<file path="src/rtl/sync_debounce_multi.sv">
// sync_debounce_multi
//   Multi-channel input conditioner: each bit of dat_in is passed through a
//   STAGES-deep synchronizer, optionally debounced against a tick qualifier,
//   and the resulting level is edge-detected into one-cycle rise/fall pulses.
//
// Configuration macro: SYNC_DEBOUNCE_FILTER_EN
//   defined   : per-channel debounce counters are built; a level change is
//               accepted only after DEBOUNCE_CYCLES consecutive tick edges
//               at which the synchronized input differs from dat_out.
//   undefined : no counters, tick is ignored, dat_out follows the
//               synchronizer output one edge later.
//
// Parameters
//   WIDTH            number of independent channels
//   STAGES           synchronizer depth (2..8)
//   DEBOUNCE_CYCLES  qualifying ticks before a change is accepted (1..65535)
//   INIT_VALUE       reset value of synchronizer stages and dat_out
//
// Ports
//   clk         single clock
//   srst        synchronous active-high reset, overrides tick and dat_in
//   tick        debounce qualifier, counters advance only when high
//   dat_in      asynchronous raw inputs
//   dat_out     synchronized, debounced levels
//   rise        one-cycle pulse per channel on a dat_out 0->1 change
//   fall        one-cycle pulse per channel on a dat_out 1->0 change
//   any_change  OR of all rise/fall bits, aligned with them
module sync_debounce_multi #(
  parameter int               WIDTH           = 8,
  parameter int               STAGES          = 3,
  parameter int               DEBOUNCE_CYCLES = 4,
  parameter logic [WIDTH-1:0] INIT_VALUE      = {WIDTH{1'b0}}
) (
  input  logic             clk,
  input  logic             srst,
  input  logic             tick,
  input  logic [WIDTH-1:0] dat_in,
  output logic [WIDTH-1:0] dat_out,
  output logic [WIDTH-1:0] rise,
  output logic [WIDTH-1:0] fall,
  output logic             any_change
);

  // Stage p0: synchronizer chain, plain flops with nothing in between so
  // the tools keep the metastability chain intact.
  (* preserve *) logic [WIDTH-1:0] sync_p0 [STAGES];
  logic [WIDTH-1:0] s_p0;

  always_ff @(posedge clk) begin
    if (srst) begin
      for (int k = 0; k < STAGES; k++) begin
        sync_p0[k] <= INIT_VALUE;
      end
    end else begin
      sync_p0[0] <= dat_in;
      for (int k = 1; k < STAGES; k++) begin
        sync_p0[k] <= sync_p0[k-1];
      end
    end
  end

  assign s_p0 = sync_p0[STAGES-1];

  // Stage p1: debounced level and edge pulses.
  logic [WIDTH-1:0] out_p1;
  logic [WIDTH-1:0] out_nxt;
  logic [WIDTH-1:0] rise_p1;
  logic [WIDTH-1:0] fall_p1;
  logic             any_p1;

`ifdef SYNC_DEBOUNCE_FILTER_EN
  localparam int               CNT_W   = $clog2(DEBOUNCE_CYCLES) + 1;
  localparam logic [CNT_W-1:0] CNT_MAX = CNT_W'(DEBOUNCE_CYCLES - 1);

  logic [CNT_W-1:0] cnt_p1  [WIDTH];
  logic [CNT_W-1:0] cnt_nxt [WIDTH];

  // Saturating increment: the count is cleared on acceptance, so the clamp
  // only guarantees the counter can never wrap back to a small value.
  function automatic logic [CNT_W-1:0] cnt_inc(input logic [CNT_W-1:0] c);
    return (c >= CNT_MAX) ? CNT_MAX : c + CNT_W'(1);
  endfunction

  // Any edge where the synchronized level agrees with dat_out clears the
  // count, so a change is only accepted after an unbroken run of
  // DEBOUNCE_CYCLES disagreeing tick edges.
  always_comb begin
    out_nxt = out_p1;
    for (int i = 0; i < WIDTH; i++) begin
      cnt_nxt[i] = cnt_p1[i];
      if (s_p0[i] == out_p1[i]) begin
        cnt_nxt[i] = '0;
      end else if (!tick) begin
        cnt_nxt[i] = cnt_p1[i];
      end else if (cnt_p1[i] == CNT_MAX) begin
        out_nxt[i] = s_p0[i];
        cnt_nxt[i] = '0;
      end else begin
        cnt_nxt[i] = cnt_inc(cnt_p1[i]);
      end
    end
  end

  always_ff @(posedge clk) begin
    if (srst) begin
      for (int i = 0; i < WIDTH; i++) begin
        cnt_p1[i] <= '0;
      end
    end else begin
      for (int i = 0; i < WIDTH; i++) begin
        cnt_p1[i] <= cnt_nxt[i];
      end
    end
  end
`else
  // Without the filter the qualifier has no effect.
  logic unused_tick;
  assign unused_tick = tick;
  assign out_nxt     = s_p0;
`endif

  // Pulses are registered on the same edge that updates dat_out, so they
  // line up with the cycle in which the new level is first visible.
  always_ff @(posedge clk) begin
    if (srst) begin
      out_p1  <= INIT_VALUE;
      rise_p1 <= '0;
      fall_p1 <= '0;
      any_p1  <= 1'b0;
    end else begin
      out_p1  <= out_nxt;
      rise_p1 <= out_nxt & ~out_p1;
      fall_p1 <= ~out_nxt & out_p1;
      any_p1  <= |(out_nxt ^ out_p1);
    end
  end

  assign dat_out    = out_p1;
  assign rise       = rise_p1;
  assign fall       = fall_p1;
  assign any_change = any_p1;

endmodule

</file>
<file path="config.mk">
export PLATFORM = sky130hd
export DESIGN_NAME = sync_debounce_multi
export DESIGN_NICKNAME = d
export VERILOG_FILES = /design/src/rtl/sync_debounce_multi.sv
export SDC_FILE = /design/constraint.sdc
export NUM_CORES = 1
export LEC_CHECK = 0
export ABC_CLOCK_PERIOD_IN_PS = 3000
export BUFFER_PORTS_ARGS = -buffer_cell sky130_fd_sc_hd__buf_2
export CAP_MARGIN = 20
export CORE_MARGIN = 10
export CORE_UTILIZATION = 45
export CTS_CLUSTER_DIAMETER = 60
export DETAILED_ROUTE_END_ITERATION = 12
export PLACE_DENSITY = 0.68
export RECOVER_POWER = 25
export SLEW_MARGIN = 0
export SYNTH_ARGS = -nofsm -noshare
export SYNTH_HDL_FRONTEND = slang
export SYNTH_SLANG_ARGS = --single-unit
</file>
<file path="constraint.sdc">
create_clock -name clk -period 3 [get_ports clk]
set_input_delay 0.9 -clock clk [delete_from_list [all_inputs] [get_ports clk]]
set_output_delay 0.9 -clock clk [all_outputs]
set_load 0.03 [all_outputs]
</file>
==> results.py <==
metrics = {
    "cells_and_area": {
        "final_util_pct": 54.7,
        "drive_gt1_share_pct": 23.6,
        "area_growth_pct": 16.4,
        "design_area_um2": 1840,
        "num-nets-final": 200,
        "antennaDiodeCount": 0,
    },
    "clocking": {
        "path_clk_slew_ns": 0.13,
        "cts_buffer_depth": 2,
        "clkSinkCount": 49,
        "hold_buffers": 0,
        "cts_resized": 0,
        "cts_root_buf": "clkbuf_4",
        "numCtsBuffers": 5,
        "postCtsSetupRepairBufs": 0,
        "clock_latency_ns": 0.35,
        "cts_max_level": 2,
        "cts_tree": "built",
    },
    "sta": {
        "skew_ns": 0.00839,
        "fmax_mhz": 464,
        "grt_setup_unrepaired": "no",
        "setup_viol": 0,
        "fin_crit_ns": 2.15,
        "timing.final.ws_setup_ns": 0.846,
        "fin_crit_sh_pct": 71.8,
        "drv_slew": 50,
        "fin_setup_tns_ns": 0,
        "whs_ns": 0.438,
        "tightest_slew_ns": 1.84,
        "final_hold_viol_count": 0,
        "maxSlewHeadroom_pct": -22.4,
    },
    "die": {
        "dieArea_um2": 6290,
        "rows": 21,
        "coreArea_um2": 3360,
        "fp.dieH_um": 79.3,
        "dieWidth_um": 79.3,
        "num_io_pins": 36,
        "start_util_pct": 47.0,
    },
    "critical_path": {
        "reg2reg_from": "dat_out[3]$_SDFF_PP0_",
        "cp.arrival_ns": 2.32,
        "r2r_end": "any_change$_SDFF_PP0_",
        "cp.required_ns": 3.16,
        "worst_setup_path_end_kind": "flop",
        "critPathLaunchType": "input port",
        "path_class": "input port to flop",
        "reg2reg_slack_ns": 1.84,
        "crit_fanout": 49,
        "crit_buf_inv": 1,
        "r2r_cells": 4,
        "path_cells": "clkbuf_1 > nor2b_1",
        "slowest_stage": "clkbuf_1",
        "max_stage_delay_ns": 1.30,
        "critical-path-top-delay-family": "buffers and inverters",
    },
    "hold_path": {
        "hold_path_depth": 1,
        "hp-start": "sync_p0[0][11]$_SDFF_PP0_",
        "min_path_type": "flop to flop",
        "whs_endpoint": "sync_p0[0][19]$_SDFF_PP0_",
    },
    "status": {
        "status": "finished, violations left",
        "violations": "capacitance limit, slew limit",
    },
    "placed_design": {
        "port_buffers": 34,
        "dpl.hpwl_um": 1580,
        "gp_congestion": 0.647,
        "pre_cts_ws_ns": 1.20,
        "dpl-instance-area_um2": 1770,
    },
    "global_route": {
        "grt_pass1_vias": 916,
        "grt.total_usage_pct": 7.70,
        "grt_pass1_wl_um": 3780,
        "overflow": 0,
        "antenna_found_initial": 0,
        "grt_max_degree": 50,
    },
    "power": {
        "sw_frac_of_total_pct": 21.1,
        "p_int_uw": 827,
        "power.leakage_nw": 0.839,
        "clock_power_share_pct": 30.5,
        "p_switching_uw": 221,
        "power.density_nw_per_um2": 570,
        "vdd_drop_max_uv": 297,
        "power_frac_comb_pct": 5.2,
        "sequentialPowerShare_pct": 64.3,
    },
    "synth": {
        "ys_ff_latch": 49,
        "yosys.cell_types.count": 9,
        "synthCells": 137,
        "ys_seq_area_share_pct": 62.0,
        "avgSynthCellArea_um2": 11.5,
        "syn_nets": 164,
        "syn_area_um2": 1580,
        "ys_warn_count": 0,
    },
    "drt": {
        "drtIter0Drc": 38,
        "vias_per_cell": 4.09,
        "first_pass_iters": 2,
        "vias": 899,
        "post_drt_wl_per_cell_um": 9.52,
        "ant_nets": 0,
        "drc": 0,
        "routed_wl_um": 2090,
    },
    "job": {
        "drv_cap": 1,
    },
}
## sequential cells by signal (all words and copies together) (netlist names)
signal      cells
any_change      1
rise            8
fall            8
sync_p0        24
dat_out         8
## per-stage QoR
stage | instances | total power, mW
after global routing | 220 | 1.10
after global placement | 212 | 0.744
after detailed placement | 212 | 0.746
after floorplan | 137 | 0.731
final | 220 | 1.05
after CTS | 220 | 1.07
## cells in the final DEF, fill, tap and decap left out
cell,instances
and4_1,2
dfxtp_1,49
clkbuf_1,1
ha_1,16
clkinv_2,1
nor2_1,8
nor2b_1,40
clkbuf_4,5
buf_2,33
a21oi_1,1
clkbuf_8,2
inv_1,16
## per-layer routing
metal  global-route usage [%]  routed length [µm]  vias to the layer above
li1                         -                   -                      478
met1                     6.52                 805                      388
met2                     12.8                 981                       28
met3                     4.62                 255                        5
met4                     6.27                  51                        0
met5                        0                   0                        -
## power groups by stage
| stage | clock, mW | combinational [mW] | sequential, mW |
|---|---|---|---|
| 6_report | 0.319 | 0.0544 | 0.675 |
| 3_5_place_dp | 0 | 0.0559 | 0.690 |
| 2_1_floorplan | 0 | 0.0297 | 0.701 |
| 4_1_cts | 0.336 | 0.0560 | 0.675 |
| 5_1_grt | 0.361 | 0.0632 | 0.677 |
| 3_3_place_gp | 0 | 0.0548 | 0.689 |
## kinds of logic after synthesis
logic type | Yosys count | share of synthesized area, %
AO/OA/AOI/OAI | 1 | 0.316
adder cells (fa/ha/maj) | 16 | 12.7
buffers and inverters | 21 | 6.17
AND/OR/NAND/NOR | 50 | 18.8
flip-flops | 49 | 62.0
## how the worst max path moves through the flow
| stage | startpoint | end | depth (start not counted) |
|---|---|---|---|
| finish | srst | fall[7]$_SDFF_PP0_ | 2 |
| global route | srst | sync_p0[0][5]$_SDFF_PP0_ | 2 |
| CTS | dat_out[3]$_SDFF_PP0_ | dat_out[3] | 1 |
| detailed placement | srst | fall[7]$_SDFF_PP0_ | 2 |
| global placement | srst | rise[1]$_SDFF_PP0_ | 2 |
| floorplan | dat_out[0]$_SDFF_PP0_ | dat_out[0] | 0 |
## synth_stat cells
| library cell | n | share of area (%) |
|---|---|---|
| a21oi_1 | 1 | 0.32 |
| and4_1 | 2 | 1.1 |
| buf_2 | 3 | 0.95 |
| buf_6 | 2 | 1.4 |
| dfxtp_1 | 49 | 62 |
| ha_1 | 16 | 13 |
| inv_1 | 16 | 3.8 |
| nor2_1 | 8 | 1.9 |
| nor2b_1 | 40 | 16 |
## area by class of cell
cell class,count,area (µm²)
clock inverter,1,5.00
sequential,49,981
multi-input combinational,67,503
tap,46,57.6
inverter,16,60.1
clock buffer,7,65.1
fill,320,1520
timing repair buffer,34,169
Note: power is estimated with default switching activity, not from simulation.
